===== src/rtl/mux_pkg.sv =====
// Shared constants and the select-mode encoding for the channel arbiter.
package mux_pkg;

  typedef enum logic {
    MODE_SELECT      = 1'b0,
    MODE_ROUND_ROBIN = 1'b1
  } mode_e;

  localparam int DEFAULT_BITS     = 32;
  localparam int DEFAULT_CHANNELS = 8;
  localparam int MAX_CHANNELS     = 16;

endpackage


===== src/rtl/rr_picker.sv =====
// Combinational round-robin nominee search: first requester at or above the pointer, with wrap.
module rr_picker #(
  parameter  int CHANNELS = 8,
  localparam int SEL_BITS = $clog2(CHANNELS)
) (
  input  logic [CHANNELS-1:0] i_req,
  input  logic [SEL_BITS-1:0] i_ptr,
  output logic                o_found,
  output logic [SEL_BITS-1:0] o_idx
);

  logic [SEL_BITS:0]   w_cand;
  logic [SEL_BITS-1:0] w_cand_idx;

  // Scan offsets high to low so the smallest offset from the pointer wins.
  always_comb begin
    o_found    = 1'b0;
    o_idx      = '0;
    w_cand     = '0;
    w_cand_idx = '0;
    for (int i = CHANNELS - 1; i >= 0; i--) begin
      w_cand = {1'b0, i_ptr} + (SEL_BITS + 1)'(i);
      if (w_cand >= (SEL_BITS + 1)'(CHANNELS)) begin
        w_cand = w_cand - (SEL_BITS + 1)'(CHANNELS);
      end
      w_cand_idx = SEL_BITS'(w_cand);
      if (i_req[w_cand_idx]) begin
        o_found = 1'b1;
        o_idx   = w_cand_idx;
      end
    end
  end

endmodule


===== src/rtl/mux_arbiter.sv =====
// N-channel to one registered output arbiter with direct-select or round-robin nomination.
module mux_arbiter
  import mux_pkg::*;
#(
  parameter  int BITS     = DEFAULT_BITS,
  parameter  int CHANNELS = DEFAULT_CHANNELS,
  localparam int SEL_BITS = $clog2(CHANNELS)
) (
  input  logic                     clk,
  input  logic                     reset,
  input  logic [CHANNELS*BITS-1:0] datoIn,
  input  logic [CHANNELS-1:0]      validIn,
  output logic [CHANNELS-1:0]      readyOut,
  input  logic                     selMode,
  input  logic [SEL_BITS-1:0]      selDato,
  output logic [BITS-1:0]          datoOutput,
  output logic                     validOutput,
  input  logic                     readyInput,
  output logic [SEL_BITS-1:0]      grantOutput
);

  logic [BITS-1:0]     r_data;
  logic                r_valid;
  logic [SEL_BITS-1:0] r_grant;
  logic [SEL_BITS-1:0] r_ptr;

  logic                    w_accept;
  logic                    w_rr_mode;
  logic                    w_rr_found;
  logic [SEL_BITS-1:0]     w_rr_idx;
  logic [MAX_CHANNELS-1:0] w_valid_pad;
  logic                    w_dir_found;
  logic                    w_nom_found;
  logic [SEL_BITS-1:0]     w_nom_idx;
  logic                    w_xfer;
  logic [SEL_BITS-1:0]     w_ptr_next;
  logic [BITS-1:0]         w_chan [CHANNELS];

  rr_picker #(
    .CHANNELS (CHANNELS)
  ) u_rr_picker (
    .i_req   (validIn),
    .i_ptr   (r_ptr),
    .o_found (w_rr_found),
    .o_idx   (w_rr_idx)
  );

  assign w_accept  = ~r_valid | readyInput;
  assign w_rr_mode = (mode_e'(selMode) == MODE_ROUND_ROBIN);

  // Zero-padded valid vector makes out-of-range selDato values naturally nominate nothing.
  assign w_valid_pad = MAX_CHANNELS'(validIn);
  assign w_dir_found = w_valid_pad[4'(selDato)];

  assign w_nom_found = w_rr_mode ? w_rr_found : w_dir_found;
  assign w_nom_idx   = w_rr_mode ? w_rr_idx : selDato;
  assign w_xfer      = ~reset & w_accept & w_nom_found;
  assign w_ptr_next  = (w_nom_idx == SEL_BITS'(CHANNELS - 1)) ? '0 : w_nom_idx + SEL_BITS'(1);

  always_comb begin
    for (int k = 0; k < CHANNELS; k++) begin
      w_chan[k] = datoIn[k*BITS +: BITS];
    end
  end

  always_comb begin
    readyOut = '0;
    if (w_xfer) begin
      readyOut[w_nom_idx] = 1'b1;
    end
  end

  always_ff @(posedge clk) begin
    if (reset) begin
      r_data  <= '0;
      r_valid <= 1'b0;
      r_grant <= '0;
      r_ptr   <= '0;
    end else if (w_accept) begin
      r_valid <= w_nom_found;
      if (w_nom_found) begin
        r_data  <= w_chan[w_nom_idx];
        r_grant <= w_nom_idx;
        if (w_rr_mode) begin
          r_ptr <= w_ptr_next;
        end
      end
    end
  end

  assign datoOutput  = r_data;
  assign validOutput = r_valid;
  assign grantOutput = r_grant;

endmodule


===== config.mk =====
export PLATFORM = sky130hd
export DESIGN_NAME = mux_arbiter
export DESIGN_NICKNAME = d
export VERILOG_FILES = /design/src/rtl/mux_pkg.sv /design/src/rtl/rr_picker.sv /design/src/rtl/mux_arbiter.sv
export SDC_FILE = /design/constraint.sdc
export NUM_CORES = 1
export LEC_CHECK = 0
export CELL_PAD_IN_SITES_DETAIL_PLACEMENT = 0
export CELL_PAD_IN_SITES_GLOBAL_PLACEMENT = 2
export CORE_MARGIN = 8
export CORE_UTILIZATION = 20
export CTS_CLUSTER_SIZE = 20
export DETAILED_ROUTE_END_ITERATION = 16
export HOLD_SLACK_MARGIN = 0.12
export PLACE_DENSITY = 0.94
export SKIP_LAST_GASP = 1
export SYNTH_ARGS = -nofsm -noshare
export SYNTH_HDL_FRONTEND = slang
export SYNTH_SLANG_ARGS = --single-unit

===== constraint.sdc =====
create_clock -name clk -period 5 [get_ports clk]
set_input_delay 1 -clock clk [delete_from_list [all_inputs] [get_ports clk]]
set_output_delay 1 -clock clk [all_outputs]
set_load 0.005 [all_outputs]

* After elaboration in Yosys (flattened, before gate mapping) *
Cells that the tools add are included.

word-level totals
  input bits = 271
  bits in latches = 0
  memory bits (writable) = 0
  word-level logic and storage cells = 101
  memories kept = 0
  ROM bits = 0
  output and inout port bits = 44
  bits in registers = 39

operators by class
  multiply operators = 0
  div/mod/pow operators = 0
  add/subtract/negate cells = 16
  mux-type cells = 51
  magnitude comparators = 20
  reductions and logical operators = 3
  shift-type cells = 0
  equal/unequal tests = 1
  bitwise gates (word level) = 6

operator list
  kind                   count
  $bmux W32 S3           1
  $mux W32               2
  $mux W3                18
  $lt A3 B4 Y1 const B   9
  $ge A4 B4 Y1 const B   8
  $bmux W1 S3            9
  $sub A3 B1 Y3 const B  8
  $mux W1                19
  $add A3 B3 Y4 const B  4
  $add A3 B2 Y4 const B  2
  $mux W8                1
  $lt A3 B5 Y1 const B   1
  $add A3 B1 Y4 const B  1
  $ge A3 B4 Y1 const B   1
  $not A3 Y4             1
  $add A3 B1 Y3 const B  1
  $demux W1 S3           1
  $eq A3 B3 Y1 const B   1
  $ge A3 B1 Y1 const B   1
  $reduce_and A3 Y1      1
  $and A1 B1 Y1          2
  $not A1 Y1             2
  $reduce_and A2 Y1      1
  $logic_and A1 B1 Y1    1
  $or A1 B1 Y1           1

* Logic depth before layout (Yosys ltp) *
  depth in word-level cells = 19
  mapped depth = 17
  gate-level depth less buffers = 11

* Hierarchy *
A second synthesis with hierarchy kept.

second synthesis, totals
  cells, all modules = 719
  area total of the unflattened synthesis = 4362.9 µm²

modules (own cells, without submodules)
  module       sequential area each (µm²)  instances  area an instance (µm²)  cells an instance
  mux_arbiter  780.7                       1          3580.9                  629
  rr_picker    0.0                         1          782.0                   90

* Least setup slack after synthesis *
OpenSTA, ideal clock, no wires.

  kind = reg2out
  from = reg r_ptr[1]
  to = out readyOut[6]
  required time = 4000 ps
  arrival = 3393 ps
  path slack = 607 ps
  path buffers = 6
  cell stages (with the launch flop) = 16
  path through = dfxtp_1 > buf_2 > buf_2 > inv_1 > ha_1 > buf_4 > buf_6 > mux2_1 > mux4_2 > nor3_2 > a21oi_1 > o31a_1 > buf_2 > buf_2 > and2_1 > nor3_1

on the way
  longest elaborated chain between the ends = 19
  elaborated cells on any way between the ends = 72
  classes of those cells = add/sub (15); order compare (10); mux (45); bitwise (1); reduce/logical (1)

ends and longest elaborated chain
  item                                                                line                              source
  start: declaration                                                  mux_arbiter.sv:25                 logic [SEL_BITS-1:0] r_ptr;
  start signal: assignment                                            mux_arbiter.sv:85                 r_ptr <= w_ptr_next;
  $add A3 B3 Y4                                                       rr_picker.sv:22                   w_cand = {1'b0, i_ptr} + (SEL_BITS + 1)'(i);
  $ge A4 B4 Y1 or $sub A3 B1 Y3 (tied branches)                       rr_picker.sv:23, rr_picker.sv:24
  $mux W3                                                             rr_picker.sv:23                   if (w_cand >= (SEL_BITS + 1)'(CHANNELS)) begin
  $bmux W1 S3                                                         rr_picker.sv:27                   if (i_req[w_cand_idx]) begin
  $mux W1 (not written as such)                                       rr_picker.sv:27
  $mux W3 (8 in series)                                               rr_picker.sv:27
  $mux W3                                                             mux_arbiter.sv:56                 assign w_nom_idx = w_rr_mode ? w_rr_idx : selDato;
  $lt A3 B4 Y1 (not written as such) or $ge A3 B1 Y1 (tied branches)  mux_arbiter.sv:69                 readyOut[w_nom_idx] = 1'b1;
  $logic_and A1 B1 Y1 (not written as such)                           mux_arbiter.sv:69
  $mux W1 (not written as such)                                       mux_arbiter.sv:69
  $demux W1 S3                                                        mux_arbiter.sv:69
  $mux W8 *                                                           mux_arbiter.sv:68                 if (w_xfer) begin
  end: declaration                                                    mux_arbiter.sv:13                 output logic [CHANNELS-1:0] readyOut,

Mark *: on every way between the ends. The rest lies on a longest branch, timed or not. The select of a mux whose other input is x is not followed.

* Worst setup path in the final report *
  from = in validIn[6]
  to = out readyOut[0]

on the way
  longest elaborated chain between the ends = 16
  elaborated cells on any way between the ends = 43
  classes of those cells = order compare (2); mux (39); bitwise (1); reduce/logical (1)

ends and longest elaborated chain
  item                                                                line               source
  start: declaration                                                  mux_arbiter.sv:12  input logic [CHANNELS-1:0] validIn,
  $bmux W1 S3                                                         rr_picker.sv:27
  $mux W1 (not written as such)                                       rr_picker.sv:27
  $mux W3 (8 in series)                                               rr_picker.sv:27
  $mux W3                                                             mux_arbiter.sv:56
  $lt A3 B4 Y1 (not written as such) or $ge A3 B1 Y1 (tied branches)  mux_arbiter.sv:69
  $logic_and A1 B1 Y1 (not written as such)                           mux_arbiter.sv:69
  $mux W1 (not written as such)                                       mux_arbiter.sv:69
  $demux W1 S3                                                        mux_arbiter.sv:69
  $mux W8 *                                                           mux_arbiter.sv:68

Marks and branches as above.

==> metrics <==
count of hold buffers inserted by post-cts repair 0; Horiz. Die Dim 173 um; largest net degree at the start of global routing 58; overall global routing resource usage 0.165; overall routed net length 25.8 mm; Floorplan Core Area 24200 um2; placed wire-length estimate 20.1 mm; GP Congestion 0.889; number of rows created at floorplan 57; shortest period the worst path allows 4.97 ns; depth of the CTS H-tree 2; antenna diode count 0; Hold Path Class flop to flop; clock insertion delay at the later pin of the skew report 0.30 ns; max_cap viols 0; Hold Violations, Final 0; clock-pin slew reported for the worst setup and hold paths after clock tree synthesis 0.06 ns; number of design rule violations left after detail routing 0; Port Buf Inserts 314; count of routing violations after the opening detailed-route iteration 423; worst relative slew slack 0.488; overall die area 29800 um2; type of the worst setup path input port to output pin; Fmax 201 MHz; measured slew at the worst slew-check pin 0.767 ns; wire length of the first global-routing pass 38.9 mm; Peak VDD IR 0.198 mV; share of async-settable or async-resettable flops after synthesis 0; share of cells above drive strength 1 0.175; number of warnings issued by yosys 0; CTS tree built; cell area after layout 8800 um2; status finished, final reports clean; clk root buf sky130_fd_sc_hd__clkbuf_16; Fin Clk Skew 0.0108 ns; count of unique library cells instantiated by Yosys 53; Required @ worst endpoint 4.00 ns; predominant post-synthesis flop cell sky130_fd_sc_hd__dfxtp_1; period utilization 0.993; EDFF count, synth 0; Final Slew Violations 0; Starting Density 0.203; placed instance area 8590 um2; final global-route overflow total 0; cell area after synthesis 4910 um2; number of global-route vias before repair 6367; TritonCTS Buffers 5; Routed WL per cell 21.3 um; number of antenna violations at the first check in global routing 2; via count normalized by instance count 5.10; RSZ-0062 raised after global routing yes; antenna-violating nets left 0; Setup crit end kind output pin; area growth from synthesis to final layout 79.1%; clock buffer depth 2; vias after detailed routing 6185; Filler Cell Count 2527; drt pass-1 iters 5; clock sinks 39; synthesized instance count 574; register area share after synthesis 0.159; number of nets at the end of the flow 1161; Max FO, Critical Path 6; power density over the cells 316 nW/um2; synthesized area divided by synthesized cell count 8.56 um2; sort of element at the start of the critical path input port; register bit count reported by yosys 39; I/O pins 315; utilization of the core after routing 0.363; standby leakage power 3.24 nW; post-synthesis net count 847; worst endpoint data arrival time 3.97 ns; final number of setup-violating endpoints 0; y dimension of the die 173 um
[cell type report]
cell class              instances  area, um2  share of cell area
clock inverters                 1       30.0             0.00341
well taps                     324        405              0.0461
multi-input cells             451       3750               0.427
flip-flops and latches         39        781              0.0888
repair buffers                383       3670               0.417
inverters                       8       31.3             0.00356
clock buffers                   6        129              0.0147
[through the flow]
step / hold WS (ns) / setup slack (ns) / power, W / std cells / TNS [ns]
floorplan: 0.481 / 0.607 / 0.00164 / 574 / 0
global placement: 0.476 / -0.237 / 0.00238 / 1201 / -1.44
detailed placement: 0.484 / -0.298 / 0.00238 / 1201 / -1.86
CTS: 0.497 / 0.00199 / 0.00280 / 1210 / 0
global route: 0.512 / -0.0879 / 0.00298 / 1212 / -0.0879
finish: 0.495 / 0.0334 / 0.00278 / 1212 / 0
[final timing paths]
path	startpoint	endpoint	cells past startpoint	slack, ns
hold reg to reg	datoOutput[2]	datoOutput[2]	2	0.49
setup / recovery	validIn[6]	readyOut[0]	10	0.03
setup reg to reg	r_ptr[1]	datoOutput[6]	13	0.71
hold / removal	datoOutput[2]	datoOutput[2]	2	0.49
[registers in the layout (all words and copies together), names as in the netlist]
register and count:
datoOutput 32, grantOutput 3, r_ptr 3, validOutput 1
[routing by layer]
layer	up-vias	routed length (um)	global-route usage
li1	2894	-	-
met5	-	27	0
met4	4	628	0.0492
met3	35	2010	0.0442
met2	295	12500	0.282
met1	2957	10600	0.199
[repair_timing]
item / 4_1_cts / 5_1_grt
pin swaps: 2 / 4
setup endpoints to repair: 8 / 7
buffers inserted: 2 / 2
resized for setup: 11 / 10
[layout by cell type, fill, tap and decap left out, drive strengths merged, types with 3 or more instances in the layout]
| cell | instances |
|---|---|
| clkdlybuf4s50 | 299 |
| nand2 | 106 |
| buf | 70 |
| a31oi | 66 |
| mux4 | 52 |
| nor2 | 51 |
| dfxtp | 39 |
| a221o | 32 |
| a311oi | 32 |
| mux2i | 17 |
| mux2 | 15 |
| a21oi | 9 |
| nor3 | 9 |
| dlygate4sd2 | 8 |
| inv | 7 |
| clkbuf | 7 |
| nand2b | 5 |
| dlymetal6s2s | 5 |
| o21ai | 5 |
| a211oi | 4 |
| nand3 | 4 |
| a22oi | 4 |
| nor2b | 3 |
| a221oi | 3 |
| o211ai | 3 |
| xnor2 | 3 |
| and2 | 3 |
| or3b | 3 |
[power by group]
part	internal, W	switching, W
Clock	0.000234	0.000149
Combinational	0.00102	0.000962
Sequential	0.000376	0.0000390
[logic make-up (layout without fill, tap and decap cells)]
group	after synthesis	count (layout)	synth area share
DFF	39	39	0.159
xor gates and xnor gates	4	4	0.00714
and+or+nand+nor	187	187	0.158
adders and majority gates	2	2	0.00509
AOI/OAI and AO/OA	174	174	0.273
buffers and inverters	84	398	0.0881
muxes	84	84	0.310
[cells in the mapped netlist, types with 2 or more instances]
| library cell | count | area [um2] |
|---|---|---|
| sky130_fd_sc_hd__a211oi_1 | 4 | 30.0 |
| sky130_fd_sc_hd__a21oi_1 | 9 | 45.0 |
| sky130_fd_sc_hd__a221o_1 | 32 | 320 |
| sky130_fd_sc_hd__a221oi_1 | 3 | 26.3 |
| sky130_fd_sc_hd__a22oi_1 | 4 | 30.0 |
| sky130_fd_sc_hd__a311oi_1 | 32 | 280 |
| sky130_fd_sc_hd__a31oi_1 | 66 | 413 |
| sky130_fd_sc_hd__and2_1 | 3 | 18.8 |
| sky130_fd_sc_hd__and3_1 | 2 | 12.5 |
| sky130_fd_sc_hd__buf_1 | 3 | 11.3 |
| sky130_fd_sc_hd__buf_2 | 28 | 140 |
| sky130_fd_sc_hd__buf_4 | 10 | 75.1 |
| sky130_fd_sc_hd__buf_6 | 6 | 67.6 |
| sky130_fd_sc_hd__clkbuf_1 | 29 | 109 |
| sky130_fd_sc_hd__dfxtp_1 | 39 | 781 |
| sky130_fd_sc_hd__ha_1 | 2 | 25.0 |
| sky130_fd_sc_hd__inv_1 | 6 | 22.5 |
| sky130_fd_sc_hd__inv_2 | 2 | 7.51 |
| sky130_fd_sc_hd__mux2_1 | 7 | 78.8 |
| sky130_fd_sc_hd__mux2_2 | 8 | 90.1 |
| sky130_fd_sc_hd__mux2i_1 | 16 | 160 |
| sky130_fd_sc_hd__mux4_2 | 52 | 1170 |
| sky130_fd_sc_hd__nand2_1 | 106 | 398 |
| sky130_fd_sc_hd__nand2b_1 | 5 | 31.3 |
| sky130_fd_sc_hd__nand3_1 | 4 | 20.0 |
| sky130_fd_sc_hd__nor2_1 | 51 | 191 |
| sky130_fd_sc_hd__nor2b_1 | 3 | 18.8 |
| sky130_fd_sc_hd__nor3_1 | 8 | 40.0 |
| sky130_fd_sc_hd__o211ai_1 | 3 | 22.5 |
| sky130_fd_sc_hd__o21ai_0 | 4 | 20.0 |
| sky130_fd_sc_hd__o22ai_1 | 2 | 12.5 |
| sky130_fd_sc_hd__or3b_1 | 2 | 17.5 |
| sky130_fd_sc_hd__xnor2_1 | 3 | 26.3 |
[critical path: stages]
cell,delay (ns)
sky130_fd_sc_hd__dlygate4sd2_1,0.29
sky130_fd_sc_hd__mux4_2,0.50
sky130_fd_sc_hd__nor2b_1,0.16
sky130_fd_sc_hd__o32ai_1,0.26
sky130_fd_sc_hd__a221oi_1,0.13
sky130_fd_sc_hd__o211ai_1,0.28
sky130_fd_sc_hd__a41oi_4,0.16
sky130_fd_sc_hd__or3b_4,0.46
sky130_fd_sc_hd__nor3_1,0.19
sky130_fd_sc_hd__clkdlybuf4s50_1,0.53
(Power assumes the default switching activity.)
